[config.mk]
export PLATFORM = sky130hd
export DESIGN_NAME = id_ex_hazard_ctrl
export DESIGN_NICKNAME = d
export VERILOG_FILES = /design/src/rtl/id_ex_hazard_ctrl.sv
export SDC_FILE = /design/constraint.sdc
export NUM_CORES = 1
export LEC_CHECK = 0
export CORE_MARGIN = 2
export CORE_UTILIZATION = 39
export CTS_BUF_LIST = sky130_fd_sc_hd__clkbuf_16
export DETAILED_ROUTE_END_ITERATION = 8
export PLACE_DENSITY = 0.92
export SLEW_MARGIN = 20
export SYNTH_ARGS = -nofsm -noshare
export SYNTH_HDL_FRONTEND = slang
export SYNTH_SLANG_ARGS = --single-unit
[constraint.sdc]
create_clock -name clk -period 4 [get_ports clk]
set_input_delay 1.2 -clock clk [delete_from_list [all_inputs] [get_ports clk]]
set_output_delay 1.2 -clock clk [all_outputs]
set_load 0.005 [all_outputs]
[src/rtl/id_ex_hazard_ctrl.sv]
// -----------------------------------------------------------------------------
// id_ex_hazard_ctrl
//
// Sequencer for the ID->EX boundary of a 5-stage pipeline.
//   * Detects RAW / load-use hazards on the instruction sitting in ID and
//     inserts bubbles into ID/EX while holding PC and IF/ID.
//   * Applies the taken-branch flush resolved in EX and the external halt
//     request used by syscall/debug.
//   * Registers the extended immediate and its extension op into ID/EX so EX
//     always sees a clean immediate; during bubbles only the valid bit drops.
//
// Build option:
//   HAZ_FORWARD_EN  defined   -> a forwarding network exists; only a load in
//                                EX feeding ID is a hazard (1 bubble per
//                                load-use).
//                   undefined -> no forwarding; any pending write in EX or MEM
//                                to a register ID reads is a hazard (up to
//                                2 bubbles).
//
// Ports:
//   clk, rst_n                    clock (rising edge), async active-low reset
//   id_valid                      ID holds a real instruction
//   id_rs, id_rt                  ID source register numbers
//   id_uses_rs, id_uses_rt        ID instruction really reads rs / rt
//   id_imm, id_shamt, id_ext_op   immediate fields and extension select
//                                 (00 sign imm, 01 zero imm, 10 zero shamt,
//                                  11 reserved -> 0)
//   ex_mem_read, ex_reg_write,
//   ex_wr_reg                     EX instruction: load flag, write flag, dest
//   mem_reg_write, mem_wr_reg     MEM instruction: write flag, dest
//   ex_branch_taken               taken branch/jump resolved in EX
//   halt_req                      level request to freeze the front end
//   pc_stall, ifid_stall          hold PC / IF-ID (combinational)
//   ifid_flush                    clear IF-ID (combinational)
//   idex_valid, idex_ext_op,
//   idex_imm32                    registered ID/EX slot contents
//   halted                        registered, FSM is in HALT
//   stall_cnt                     saturating count of hazard bubbles
//   dbg_state                     current FSM state (00 RUN, 01 STALL, 10 HALT)
//
// Handshake semantics: this block has no valid/ready pairs; the pipeline
// contract is that a stall output asserted in a cycle means the holding stage
// must not capture new data at the closing edge, and a flush output means the
// IF/ID register captures a bubble at that edge. All decisions are made from
// the inputs of the current cycle (zero-cycle decision latency).
// -----------------------------------------------------------------------------
module id_ex_hazard_ctrl #(
    parameter int CNT_W = 16
) (
    input  logic             clk,
    input  logic             rst_n,
    input  logic             id_valid,
    input  logic [4:0]       id_rs,
    input  logic [4:0]       id_rt,
    input  logic             id_uses_rs,
    input  logic             id_uses_rt,
    input  logic [15:0]      id_imm,
    input  logic [4:0]       id_shamt,
    input  logic [1:0]       id_ext_op,
    input  logic             ex_mem_read,
    input  logic             ex_reg_write,
    input  logic [4:0]       ex_wr_reg,
    input  logic             mem_reg_write,
    input  logic [4:0]       mem_wr_reg,
    input  logic             ex_branch_taken,
    input  logic             halt_req,
    output logic             pc_stall,
    output logic             ifid_stall,
    output logic             ifid_flush,
    output logic             idex_valid,
    output logic [1:0]       idex_ext_op,
    output logic [31:0]      idex_imm32,
    output logic             halted,
    output logic [CNT_W-1:0] stall_cnt,
    output logic [1:0]       dbg_state
);

    typedef enum logic [1:0] {
        ST_RUN   = 2'b00,
        ST_STALL = 2'b01,
        ST_HALT  = 2'b10
    } state_t;

    localparam logic [CNT_W-1:0] CNT_ONE = {{(CNT_W-1){1'b0}}, 1'b1};
    localparam logic [CNT_W-1:0] CNT_MAX = {CNT_W{1'b1}};

    // ------------------------------------------------------------------
    // Registered state
    // ------------------------------------------------------------------
    state_t           r_state;
    logic             r_idex_valid;
    logic [1:0]       r_idex_ext_op;
    logic [31:0]      r_idex_imm32;
    logic             r_halted;
    logic [CNT_W-1:0] r_stall_cnt;

    // ------------------------------------------------------------------
    // Combinational decision signals
    // ------------------------------------------------------------------
    logic        w_rs_ex;
    logic        w_rt_ex;
    logic        w_rs_mem;
    logic        w_rt_mem;
    logic        w_hz;
    logic        w_take_halt;
    logic        w_take_branch;
    logic        w_take_bubble;
    logic [31:0] w_ext;

    // A source register collides with a pending write only if the ID
    // instruction is real, actually reads that source, the producer really
    // writes, the numbers agree, and the register is not $zero.
    function automatic logic f_match(
        input logic       valid,
        input logic [4:0] src,
        input logic       uses,
        input logic       wr_en,
        input logic [4:0] dst
    );
        return valid & uses & wr_en & (dst == src) & (src != 5'd0);
    endfunction

    assign w_rs_ex  = f_match(id_valid, id_rs, id_uses_rs, ex_reg_write,  ex_wr_reg);
    assign w_rt_ex  = f_match(id_valid, id_rt, id_uses_rt, ex_reg_write,  ex_wr_reg);
    assign w_rs_mem = f_match(id_valid, id_rs, id_uses_rs, mem_reg_write, mem_wr_reg);
    assign w_rt_mem = f_match(id_valid, id_rt, id_uses_rt, mem_reg_write, mem_wr_reg);

`ifdef HAZ_FORWARD_EN
    // Forwarding covers every ALU result; only a load in EX cannot be
    // forwarded in time, so that is the sole hazard. MEM-stage producers are
    // always forwardable and are deliberately ignored here.
    logic w_unused_mem;
    assign w_unused_mem = ^{w_rs_mem, w_rt_mem};
    assign w_hz = ex_mem_read & (w_rs_ex | w_rt_ex);
`else
    // Without forwarding, ID must wait until the producer has left both EX
    // and MEM; the load flag carries no extra meaning in that case.
    logic w_unused_load;
    assign w_unused_load = ex_mem_read;
    assign w_hz = w_rs_ex | w_rt_ex | w_rs_mem | w_rt_mem;
`endif

    // Immediate extension: fully specified for every op so no latch forms.
    always_comb begin
        w_ext = 32'h0000_0000;
        case (id_ext_op)
            2'b00:   w_ext = {{16{id_imm[15]}}, id_imm};
            2'b01:   w_ext = {16'h0000, id_imm};
            2'b10:   w_ext = {27'h0, id_shamt};
            default: w_ext = 32'h0000_0000;
        endcase
    end

    // Per-cycle priority: halt > branch > hazard > advance. A branch in the
    // same cycle as a halt request wins; the halt is honoured on a later
    // cycle if the request is still held.
    assign w_take_halt   = halt_req & ~ex_branch_taken;
    assign w_take_branch = ex_branch_taken;
    assign w_take_bubble = ~halt_req & ~ex_branch_taken & w_hz;

    // Gated by rst_n so the front end sees no stall or flush while in reset.
    assign pc_stall   = rst_n & (w_take_halt | w_take_bubble);
    assign ifid_stall = rst_n & (w_take_halt | w_take_bubble);
    assign ifid_flush = rst_n & w_take_branch;

    // ------------------------------------------------------------------
    // FSM and ID/EX register
    // ------------------------------------------------------------------
    always_ff @(posedge clk or negedge rst_n) begin
        if (!rst_n) begin
            r_state       <= ST_RUN;
            r_idex_valid  <= 1'b0;
            r_idex_ext_op <= 2'b00;
            r_idex_imm32  <= 32'h0000_0000;
            r_halted      <= 1'b0;
            r_stall_cnt   <= '0;
        end else if (w_take_halt) begin
            // Front end frozen; ID/EX receives a bubble, immediate held.
            r_state      <= ST_HALT;
            r_halted     <= 1'b1;
            r_idex_valid <= 1'b0;
        end else if (w_take_branch) begin
            // The instruction in ID is on the wrong path: kill it. Any hazard
            // it raised is meaningless and is not counted.
            r_state      <= ST_RUN;
            r_halted     <= 1'b0;
            r_idex_valid <= 1'b0;
        end else if (w_take_bubble) begin
            // Stay in STALL for as long as the live inputs keep the hazard up.
            r_state      <= ST_STALL;
            r_halted     <= 1'b0;
            r_idex_valid <= 1'b0;
            if (r_stall_cnt != CNT_MAX) begin
                r_stall_cnt <= r_stall_cnt + CNT_ONE;
            end
        end else begin
            // Advance: also the exit path from HALT and STALL.
            r_state       <= ST_RUN;
            r_halted      <= 1'b0;
            r_idex_valid  <= id_valid;
            r_idex_ext_op <= id_ext_op;
            r_idex_imm32  <= w_ext;
        end
    end

    assign idex_valid  = r_idex_valid;
    assign idex_ext_op = r_idex_ext_op;
    assign idex_imm32  = r_idex_imm32;
    assign halted      = r_halted;
    assign stall_cnt   = r_stall_cnt;
    assign dbg_state   = r_state;

endmodule

==> impl_metrics.toml <==
[global_route]
antenna_found_initial = 1
grt_max_degree = 23
grt_pass1_wl_um = 8690
overflow = 0
grt_pass1_vias = 1927
grt_use_total_pct = 17.9

[cells_and_area]
fill_cells = 426
layout.nets = 371
finish.utilization_pct = 66.0
layout-drive-gt1-share_pct = 11.6
areaGrowthSynthToFinish_pct = 63.0
final_common_cell = "clkdlybuf4s50_1"
layout_common_cells = "clkdlybuf4s50_1 (87), dfrtp_1 (38), xor2_1 (21), buf_4 (15)"

[placement]
hpwl_um = 4080
gp_congestion = 0.846
dp_slack_ns = -0.581
portBuffers = 108

[worst_setup_path]
endpoint_kind = "output pin"
cp-endpoint = "ifid_stall"
crit_required_ns = 2.80
cp_slowest_cell = "or4_1"
cp-start-kind = "input port"
path_depth = 7
critical_path_arrival_ns = 2.76
r2r_start = "stall_cnt[4]"
path_max_fanout = 3
rr_worst_depth = 6
startpoint = "id_rt[3]"
crit_buf_inv = 2
r2r_setup_slack_ns = 2.00
crit_chain = "dlygate4sd2_1, or4_1, o211ai_1, o22ai_2, and2_4, o21a_1, buf_2"
critical_path.max_stage_delay_ns = 0.47
crit_type = "in -> out"
reg2reg_to = "stall_cnt[1]"
cpLargestDelayFamily = "simple AND/OR/NAND/NOR gates"

[min_path]
hold_path.class = "reg -> reg"
holdCritStartpoint = "idex_imm32[15]"

[detailed_routing]
via_count = 1858
drt.antenna.violating_nets = 0
drt-initial-drc-count = 55
routedWlPerCell_um = 13.3
first_pass_iters = 4
via_per_inst = 4.78
drc = 0
wirelength_um = 5160

[sta]
setup_slack_ns = 0.0430
fin_crit_sh_pct = 98.9
fin_worst_skew_ns = 0.00324
slew_headroom_pct = 68.3
fmax_ghz = 0.253
hold_viol_final = 0
fin_setup_tns_ns = 0
min_period_ns = 3.96
drv_slew = 0
finalSetupViolations = 0
tightestPinTransition_ns = 0.475

[cts]
clk_pin_slew_ns = 0.05
clk_path_buf_depth = 2
cts.sinks = 38
insertion_delay_ns = 0.27
numCtsBuffers = 5
cts_tree = "done"
clock-root-buffer = "clkbuf_16"
h-tree-depth = 2

[floorplan]
dieArea_um2 = 5940
coreArea_um2 = 5140
die_h_um = 77.0
rows = 26
start_util_pct = 40.5
fp.dieW_um = 77.0
ios = 110

[synthesis]
synthCells = 208
netlist_area_um2 = 2080
yosys_warnings = 0
synth.avg_cell_area_um2 = 10.0
synth_cell_types = 32
ys_seq_area_share_pct = 45.7
syn_nets = 262
ys_ff_latch = 38

[pwr]
pwr_density_cell_nw_per_um2 = 343
vdd_drop_max_v = 0.000181
p_leak_nw = 1.45
power.total_mw = 1.16

[run_status]
status = "complete, no violations"

[job]
maxCapViolations = 0
==> registers in the layout, indices dropped and copies added (netlist names) <==
name,cells
idex_imm32,17
stall_cnt,16
idex_ext_op,2
dbg_state,1
halted,1
idex_valid,1
==> through the flow <==
step,area (um2),cells,hold slack (ns)
after floorplan,2080,208,0.481
after global placement,3200,378,0.469
after detailed placement,3200,378,0.475
after CTS,3370,387,0.487
after global routing,3390,388,0.494
final,3390,389,0.483
==> worst register-to-register path, cell delays in order, from the launching register on <==
cell,delay [ns]
dfrtp_1,0.41
nand3_1,0.14
nor2_1,0.20
nand4_1,0.19
or3_1,0.38
nand3_2,0.20
mux2_2,0.36
==> cell families (layout without fill, tap and decap cells) <==
| kind of cell | Yosys count | count (layout) | synth area share (%) |
|---|---|---|---|
| AOI/OAI and AO/OA | 27 | 27 | 7.58 |
| xor gates and xnor gates | 34 | 34 | 14.3 |
| adders and majority gates | 1 | 1 | 0.601 |
| buffers and inverters | 35 | 145 | 9.62 |
| DFF | 38 | 38 | 45.7 |
| muxes | 5 | 5 | 2.71 |
| other | 0 | 1 | 0 |
| and+or+nand+nor | 68 | 68 | 19.5 |
==> power breakdown <==
part           leakage (nW)  switching, mW  internal (mW)
clock                0.0915          0.141          0.355
sequential            0.485         0.0205          0.414
combinational         0.877         0.0829          0.150
==> per-layer routing <==
layer / wire length [um] / GRT usage [%] / up-vias / share of wire (%)
met5: 0 / 0 / - / 0
met4: 17 / 3.21 / 0 / 0.33
met2: 2660 / 33.1 / 70 / 51
li1: - / - / 912 / -
met3: 381 / 5.65 / 2 / 7.4
met1: 2110 / 20.5 / 874 / 41
==> cells in the mapped netlist <==
cell type,number,area (um2)
a21oi_1,11,55.1
a32oi_1,2,17.5
and2_1,5,31.3
and3_1,1,6.26
buf_2,4,20.0
buf_4,17,128
clkbuf_1,1,3.75
dfrtp_1,38,951
ha_1,1,12.5
inv_1,13,48.8
mux2_1,4,45.0
mux2_2,1,11.3
nand2_1,3,11.3
nand3_1,6,30.0
nand3_2,1,10.0
nand3b_1,10,75.1
nand4_1,6,37.5
nor2_1,10,37.5
nor2b_1,9,56.3
nor3_1,7,35.0
nor3_4,1,16.3
nor4_1,5,31.3
o211ai_1,2,15.0
o21a_1,1,7.51
o21ai_0,1,5.00
o21ai_1,9,45.0
o22ai_2,1,12.5
or2_2,1,6.26
or3_1,1,6.26
or4_1,2,15.0
xnor2_1,13,114
xor2_1,21,184
==> worst min-delay path by stage <==
stage / to / slack, ns / depth (start not counted)
6_report: idex_imm32[15] / 0.48 / 1
5_1_grt: idex_imm32[15] / 0.49 / 1
4_1_cts: idex_imm32[15] / 0.49 / 1
3_5_place_dp: idex_imm32[15] / 0.47 / 1
3_3_place_gp: idex_imm32[15] / 0.47 / 1
2_1_floorplan: stall_cnt[13] / 0.48 / 1
==> what timing repair did <==
action | in CTS | in global routing
gates resized for setup | 28 | 13
setup buffers | 1 | 1
hold buffers | 0 | 0
endpoints found under the hold margin | 0 | 0
endpoints found under the setup margin | 2 | 2
pin swaps | 12 | 13
==> final cells by class <==
| type | count | area (um2) | area share, % |
|---|---|---|---|
| Tap cell | 70 | 87.6 | 2.58 |
| Antenna cell | 1 | 2.50 | 0.0738 |
| Timing Repair Buffer | 124 | 1170 | 34.4 |
| Inverter | 13 | 48.8 | 1.44 |
| Clock inverter | 3 | 63.8 | 1.88 |
| Clock buffer | 5 | 125 | 3.69 |
| Multi-Input combinational cell | 135 | 946 | 27.9 |
| Sequential cell | 38 | 951 | 28.0 |
Note: power is estimated with default switching activity, not from simulation.
